File: src/rtl/neuron_acc_if.sv
// Valid/ready bus between the adder-tree output, the accumulator and the
// activation consumer. The slave modport is the accumulator's view.
interface neuron_acc_if #(
  parameter int WIDTH = 32
);
  logic             i_valid;
  logic             i_ready;
  logic [WIDTH-1:0] i_data;
  logic [WIDTH-1:0] bias;
  logic             o_valid;
  logic             o_ready;
  logic [WIDTH-1:0] o_data;
  logic             o_sat;

  modport master (
    output i_valid, i_data, bias, o_ready,
    input  i_ready, o_valid, o_data, o_sat
  );

  modport slave (
    input  i_valid, i_data, bias, o_ready,
    output i_ready, o_valid, o_data, o_sat
  );
endinterface

File: src/rtl/neuron_acc.sv
// Accumulates NBEAT signed partial sums plus a bias into one neuron result.
// Define NEURON_ACC_SAT_EN to clamp the result instead of wrapping.
module neuron_acc #(
  parameter int WIDTH = 32,
  parameter int NBEAT = 4,
  parameter int ACCW  = 40
) (
  input  logic        clk,
  input  logic        rst,
  neuron_acc_if.slave bus
);
  localparam int              CNTW = $clog2(NBEAT + 1);
  localparam logic [CNTW-1:0] LAST = CNTW'(NBEAT - 1);

  typedef enum logic [1:0] {
    IDLE = 2'd0,
    ACC  = 2'd1,
    OUT  = 2'd2
  } state_t;

  state_t           r_state;
  state_t           w_next;
  logic [ACCW-1:0]  r_acc;
  logic [ACCW-1:0]  w_acc_next;
  logic [ACCW-1:0]  w_bias_x;
  logic [ACCW-1:0]  w_data_x;
  logic [CNTW-1:0]  r_cnt;
  logic [WIDTH-1:0] r_odata;
  logic [WIDTH-1:0] w_res;
  logic             w_accept;
  logic             w_last;

  assign w_bias_x = {{(ACCW-WIDTH){bus.bias[WIDTH-1]}}, bus.bias};
  assign w_data_x = {{(ACCW-WIDTH){bus.i_data[WIDTH-1]}}, bus.i_data};

  // The first beat of a result restarts from the bias, so no clear is needed.
  assign w_accept   = bus.i_valid && (r_state != OUT);
  assign w_acc_next = (r_state == IDLE) ? (w_bias_x + w_data_x) : (r_acc + w_data_x);
  assign w_last     = (r_state == IDLE) ? (NBEAT == 1) : (r_cnt == LAST);

  assign bus.i_ready = (r_state != OUT);
  assign bus.o_valid = (r_state == OUT);
  assign bus.o_data  = r_odata;

  always_ff @(posedge clk) begin
    if (rst) begin
      r_state <= IDLE;
    end else begin
      r_state <= w_next;
    end
  end

  always_comb begin
    w_next = r_state;
    case (r_state)
      IDLE, ACC: begin
        if (w_accept) begin
          w_next = w_last ? OUT : ACC;
        end
      end
      OUT: begin
        if (bus.o_ready) begin
          w_next = IDLE;
        end
      end
      default: w_next = IDLE;
    endcase
  end

  always_ff @(posedge clk) begin
    if (rst) begin
      r_acc   <= '0;
      r_cnt   <= '0;
      r_odata <= '0;
    end else if (w_accept) begin
      r_acc <= w_acc_next;
      r_cnt <= (r_state == IDLE) ? CNTW'(1) : (r_cnt + 1'b1);
      if (w_last) begin
        r_odata <= w_res;
      end
    end
  end

`ifdef NEURON_ACC_SAT_EN
  logic [ACCW-WIDTH:0] w_hi;
  logic                w_sat;
  logic                r_sat;

  // The value fits in WIDTH bits only when every bit above the result's sign bit matches it.
  assign w_hi  = w_acc_next[ACCW-1:WIDTH-1];
  assign w_sat = !((&w_hi) || !(|w_hi));

  always_comb begin
    w_res = w_acc_next[WIDTH-1:0];
    if (w_sat) begin
      w_res = w_acc_next[ACCW-1] ? {1'b1, {(WIDTH-1){1'b0}}} : {1'b0, {(WIDTH-1){1'b1}}};
    end
  end

  always_ff @(posedge clk) begin
    if (rst) begin
      r_sat <= 1'b0;
    end else if (w_accept && w_last) begin
      r_sat <= w_sat;
    end
  end

  assign bus.o_sat = r_sat;
`else
  assign w_res     = w_acc_next[WIDTH-1:0];
  assign bus.o_sat = 1'b0;
`endif
endmodule

File: src/flat_wrapper.sv
// flat-port wrapper written by rule: the top's interface ports become plain ports
module neuron_acc_flat 
#(
  parameter int WIDTH = 32,
  parameter int NBEAT = 4,
  parameter int ACCW  = 40
)
  (clk, rst, bus_i_valid, bus_i_data, bus_bias, bus_o_ready, bus_i_ready, bus_o_valid, bus_o_data, bus_o_sat);
  neuron_acc_if #(.WIDTH(WIDTH)) bus_i ();
  input  logic clk;
  input  logic rst;
  input wire logic [$bits(bus_i.i_valid)-1:0] bus_i_valid;
  input wire logic [$bits(bus_i.i_data)-1:0] bus_i_data;
  input wire logic [$bits(bus_i.bias)-1:0] bus_bias;
  input wire logic [$bits(bus_i.o_ready)-1:0] bus_o_ready;
  output wire logic [$bits(bus_i.i_ready)-1:0] bus_i_ready;
  output wire logic [$bits(bus_i.o_valid)-1:0] bus_o_valid;
  output wire logic [$bits(bus_i.o_data)-1:0] bus_o_data;
  output wire logic [$bits(bus_i.o_sat)-1:0] bus_o_sat;
  assign bus_i.i_valid = bus_i_valid;
  assign bus_i.i_data = bus_i_data;
  assign bus_i.bias = bus_bias;
  assign bus_i.o_ready = bus_o_ready;
  assign bus_i_ready = bus_i.i_ready;
  assign bus_o_valid = bus_i.o_valid;
  assign bus_o_data = bus_i.o_data;
  assign bus_o_sat = bus_i.o_sat;
  neuron_acc #(.WIDTH(WIDTH), .NBEAT(NBEAT), .ACCW(ACCW)) u_core (.clk(clk), .rst(rst), .bus(bus_i));
endmodule
File: config.mk
export PLATFORM = sky130hd
export DESIGN_NAME = neuron_acc_flat
export DESIGN_NICKNAME = d
export VERILOG_FILES = /design/src/rtl/neuron_acc_if.sv /design/src/rtl/neuron_acc.sv /design/src/flat_wrapper.sv
export SDC_FILE = /design/constraint.sdc
export NUM_CORES = 1
export LEC_CHECK = 0
export ABC_AREA = 1
export BUFFER_PORTS_ARGS = -buffer_cell sky130_fd_sc_hd__buf_2
export CORE_ASPECT_RATIO = 0.75
export CORE_MARGIN = 5
export CORE_UTILIZATION = 51
export CTS_CLUSTER_SIZE = 14
export DETAILED_ROUTE_END_ITERATION = 7
export GPL_ROUTABILITY_DRIVEN = 1
export PLACE_DENSITY = 0.77
export SYNTH_ARGS = -nofsm -noshare
export SYNTH_HDL_FRONTEND = slang
export SYNTH_SLANG_ARGS = --single-unit
File: constraint.sdc
create_clock -name clk -period 3.46 [get_ports clk]
set_input_delay 0.173 -clock clk [delete_from_list [all_inputs] [get_ports clk]]
set_output_delay 0.173 -clock clk [all_outputs]
set_load 0.05 [all_outputs]
==> impl_metrics.yaml, run 1 <==
placement:
  dp_hpwl_um: 20100
  port_buffers: 101
  gp_congestion: 0.975
worst_setup_path:
  rr_startpoint: "u_core.r_state[1]$_SDFFE_PP0P_"
  worstPathRequired_ps: 3750
  crit_path_end_kind: "flop"
  cp.arrival_ps: 2620
  cp-start-kind: "flop"
  crit_start: "u_core.r_state[1]$_SDFFE_PP0P_"
  critPathKind: "reg -> reg"
  cp_max_fo: 35
global_routing:
  grtUsageMet3: 0.0381
  overflow: 0
  antenna_found_initial: 0
  grt_pass1_wl_um: 39200
  grt_pass1_vias: 7658
  grt.busiest_layer: "met1"
  grt_use_met1: 0.432
  grt_util_met2: 0.396
  grtUsageTotal: 0.277
  grt_max_degree: 40
timing:
  tns_ps: 0
  fin_worst_skew_ps: 11.7
  worst-slew-pin-transition_ps: 1130
  fin_crit_ps: 2330
  hold_violations: 0
  drv_slew: 0
  rsz0062_at_grt: "false"
  setup_viol: 0
  relSlewSlack: 0.244
  max_clock_freq_mhz: 429
  period_share: 0.674
  holdWs_ps: 122
floorplanning:
  io-pin-count: 103
  row_count: 39
  dieArea_um2: 17800
  die_x_um: 152
  start_util: 0.513
  die_y_um: 117
  coreArea_um2: 15100
cts:
  cts_tree: "built"
  cts_buffer_depth: 2
  cts_root_buffer: "clkbuf_16"
  cts_buffers: 9
  postCtsSetupBuffers: 0
  cts_sinks: 69
  path_clk_slew_ps: 60
  clk_latency_ps: 350
  cts-htree-levels: 3
  cts-hold-fix-buffers: 0
  cts_resized: 0
synth:
  netlist_top_cells_count: "nand2_1, inv_1, nor2_1, nand3_1, dfxtp_1"
  yosysWarnings: 0
  synth_area_leaders: "nand2_1, dfxtp_1, inv_1, ha_1, nor2_1"
  async_flop_share: 0
  yosys.area.top_type_share: 0.232
  synth-edff-count: 0
  ys.flop_type: "dfxtp_1"
  ys_types: 41
  synthMostInstantiatedCell: "nand2_1"
  synth.avg_cell_area_um2: 5.53
  syn-num-nets: 1533
  ys_ff_latch: 69
  synth_area_um2: 7740
  seq_area_frac_synth: 0.179
  synth_top_area_cell: "nand2_1"
  synthCells: 1399
final_layout:
  n_antenna_cell: 0
  seq_area_um2: 1380
  fillerInstances: 1546
  synthToLayoutAreaGrowth_pct: 12.7
  nNetsFinal: 1624
  fin_util: 0.579
  multiInputGateArea_um2: 5190
  drive_gt1_frac: 0.110
worst_hold_path:
  min_from: "bus_o_ready"
  hold_path.class: "in -> reg"
power:
  ir_worst_vdd_uv: 198
  power_mw: 3.02
  total_leakage_power_nw: 5.47
  powerDensity_nw_per_um2: 347
drt:
  vias: 8666
  drt-initial-drc-count: 758
  postRouteAntennaNets: 0
  wire_per_inst_um: 14.6
  remaining_drc_errors: 0
  first_pass_iters: 6
  wl_um: 24800
  via_per_inst: 5.10
status:
  status: "complete, no violations"
run:
  cap_violations: 0
==> cells in the final DEF (no fill, tap or decap), types with 4 or more instances in the layout <==
cell type,instances
nand2_1,478
ha_1,64
nor2_1,143
o21ai_0,41
buf_4,5
nand4_1,7
and2_1,6
clkbuf_16,9
dfxtp_1,69
nand3_2,10
nand3_1,102
o21a_1,18
o21bai_1,17
xor2_1,9
a21oi_1,61
o21ai_1,7
nand2_2,15
nor2_2,6
inv_1,274
buf_2,101
nor3_1,4
nand3b_1,14
==> cell type report <==
cell class,instances,share of cell area
clock buffer,9,0.0258
clock inverter,7,0.00932
inverter,278,0.120
multi-input combinational,1026,0.595
sequential,69,0.158
tap,205,0.0294
timing repair buffer,106,0.0622
==> worst paths after layout <==
check,slack [ps],end,cells past startpoint
worst min register to register,470,u_core.r_cnt[2]$_SDFFE_PP0P_,2
worst max register to register,1130,u_core.r_acc[12]$_SDFFE_PP0P_,10
worst min-delay path,120,u_core.r_state[0]$_SDFFE_PP0P_,3
worst max-delay path,1130,u_core.r_acc[12]$_SDFFE_PP0P_,10
==> flip-flops by register name (all words and copies together), names as in the netlist <==
name and count:
u_core.r_acc 32, u_core.r_cnt 3, u_core.bus.o_data 32, u_core.r_state 2
==> metrics by stage <==
stage / worst slack (ps) / std cells / cell area (um^2)
after global routing: 958 / 1700 / 8720
after floorplan: 1080 / 1399 / 7740
after global placement: 1130 / 1684 / 8420
final: 1130 / 1700 / 8720
after detailed placement: 1130 / 1684 / 8420
after CTS: 1200 / 1700 / 8720
==> kinds of logic after synthesis <==
family          Yosys count  synth area share
buf+inv                 304             0.151
mux                       2           0.00259
fa+ha+maj                66             0.109
simple gates            793             0.433
xor+xnor                 12            0.0136
compound gates          152             0.113
other cells               1          0.000485
flops                    69             0.179
==> power by group <==
group | switching (mW) | total [mW] | internal [mW]
Clock | 0.398 | 0.966 | 0.568
Combinational | 0.803 | 1.20 | 0.393
Sequential | 0.0260 | 0.862 | 0.836
Total | 1.23 | 3.02 | 1.80
==> critical path, stage by stage, from the launching register on <==
cell and delay [ps]:
dfxtp_1 320, inv_1 90, nor2_1 60, inv_1 80, nand2_1 370, inv_2 640, buf_4 370, nor2_1 80
nor2_1 100, o21ai_1 80, inv_1 70
==> per-layer routing <==
metal | share of wire | wire length [um] | vias up
li1 | - | - | 4491
met1 | 0.49 | 12100 | 3788
met2 | 0.38 | 9440 | 360
met3 | 0.12 | 2910 | 27
met5 | 0 | 0 | -
met4 | 0.014 | 359 | 0
Note: power is estimated with default switching activity, not from simulation.
==> run 2: changes to the inputs <==
- PLACE_DENSITY: 0.77 -> 0.8
- clock period: 3.46 -> 2 ns (I/O delays scaled with it)
==> impl_metrics.yaml, run 2 (same netlist as run 1, synthesis figures left out) <==
power:
  total_leakage_power_nw: 5.71
  swShare: 0.414
  ir_worst_vdd_uv: 390
  comb_power_share: 0.443
  p_sw_mw: 2.25
  powerDensity_nw_per_um2: 573
  seq_power_share: 0.277
  intPower_mw: 3.19
  clkPwrFrac: 0.280
placement:
  port_buffers: 101
  pre_cts_ws_ps: -75.7
  gp_congestion: 0.986
  dpl.cell_count: 1721
  dp_hpwl_um: 20700
  postPlaceCellArea_um2: 8740
timing:
  period_share: 1.01
  setup_ws_ps: -25.4
  setup_viol: 3
  rsz0062_at_grt: "true"
  max_clock_freq_mhz: 494
  fin_worst_skew_ps: 10.1
  holdWs_ps: 50.3
  drv_slew: 0
  fin_crit_ps: 2030
  hold_violations: 0
final_layout:
  final_cell_mix: "nand2_1, inv_1, nor2_1"
  final_common_cell: "nand2_1"
  layoutNonFillerInstCount: 1741
  n_antenna_cell: 0
  fin_area_um2: 9500
  drive_gt1_frac: 0.193
  synthToLayoutAreaGrowth_pct: 22.7
  nNetsFinal: 1665
  fillerInstances: 1440
worst_setup_path:
  cp-start-kind: "flop"
  crit_start: "u_core.r_acc[0]$_SDFFE_PP0P_"
  ff2ff_setup_slack_ps: -30
  r2r-end: "u_core.r_acc[8]$_SDFFE_PP0P_"
  worstPathRequired_ps: 2280
  crit_path_end_kind: "flop"
  reg2regPathDepth: 11
  cp_max_fo: 4
  rr_startpoint: "u_core.r_acc[0]$_SDFFE_PP0P_"
  critPathKind: "reg -> reg"
  cp.arrival_ps: 2310
worst_hold_path:
  hold_path.class: "in -> reg"
  holdPathStages: 3
  min_from: "bus_o_ready"
  min_to: "u_core.r_state[1]$_SDFFE_PP0P_"
floorplanning:
  row_count: 39
  start_util: 0.513
  die_x_um: 152
  dieArea_um2: 17800
  die_y_um: 117
  coreArea_um2: 15100
  io-pin-count: 103
drt:
  first_pass_iters: 7
  via_per_inst: 5.19
  wire_per_inst_um: 15.1
  postRouteAntennaNets: 0
  remaining_drc_errors: 0
  wl_um: 26200
  drt-initial-drc-count: 756
  vias: 9033
cts:
  path_clk_slew_ps: 60
  clk_latency_ps: 330
  cts-htree-levels: 3
  cts_sinks: 69
  cts_buffers: 9
  cts_buffer_depth: 2
  cts_tree: "built"
  cts_root_buffer: "clkbuf_16"
global_routing:
  grt_pass1_wl_um: 40500
  grt_max_degree: 36
  overflow: 0
  antenna_found_initial: 1
  grt_pass1_vias: 8094
  grtUsageTotal: 0.284
status:
  violations: "setup timing"
  status: "finished, violations left"
run:
  cap_violations: 0
## run 2: cell type report
type	count	area [um^2]	area share
Clock buffer	10	239	0.0252
Clock inverter	6	38.8	0.00408
Inverter	278	1040	0.110
Multi-Input combinational cell	1026	5640	0.594
Sequential cell	69	1390	0.146
Tap cell	205	256	0.0270
Timing Repair Buffer	147	888	0.0935
## run 2: per-stage QoR
stage / TNS [ps] / total power, mW / util
2_1_floorplan: 0 / 2.97 / -
3_3_place_gp: -33.3 / 3.61 / 0.580
3_5_place_dp: -503 / 3.64 / 0.580
4_1_cts: 0 / 5.16 / 0.598
5_1_grt: -1720 / 5.79 / 0.630
6_report: -45.7 / 5.44 / 0.630
## run 2: repair_timing
| action | 4_1_cts | 5_1_grt |
|---|---|---|
| resized for setup | 2 | 106 |
| pin swaps | 0 | 28 |
| endpoints found under the setup margin | 6 | 48 |
| setup buffers | 0 | 4 |
| hold buffers | 0 | 0 |
| cloned | 0 | 0 |
## run 2: how the worst max path moves through the flow
stage	endpoint	slack, ps	depth (start not counted)
after floorplan	u_core.r_acc[22]$_SDFFE_PP0P_	170	14
after global placement	u_core.r_acc[20]$_SDFFE_PP0P_	-20	13
after detailed placement	u_core.bus.o_data[16]$_SDFFE_PP0P_	-80	13
after CTS	u_core.bus.o_data[22]$_SDFFE_PP0P_	7	14
after global routing	u_core.r_acc[16]$_SDFFE_PP0P_	-140	12
final	u_core.r_acc[8]$_SDFFE_PP0P_	-30	11
## run 2: layer usage
metal  global-route usage  part of all wire  vias to the layer above
met2                0.417              0.40                      393
met3               0.0733              0.12                       23
met5                    0           0.00050                        -
met4               0.0455            0.0077                        2
li1                     -                 -                     4579
met1                0.424              0.47                     4036
## run 2: power groups by stage
stage                     Clock, mW  Combinational, mW  Sequential [mW]
after floorplan                   0               1.46             1.51
after global placement            0               2.09             1.52
after detailed placement          0               2.12             1.52
after CTS                      1.53               2.14             1.49
after global routing           1.59               2.68             1.52
final                          1.52               2.41             1.51
## run 2: critical path: stages (launching register included)
cell	delay (ps)
dfxtp_2	340
ha_4	160
fa_2	390
nand3_2	70
nand3_2	100
nand2_1	90
nand3b_1	180
o21ai_0	260
a21oi_1	100
nor2_1	140
o21ai_0	90
inv_1	50
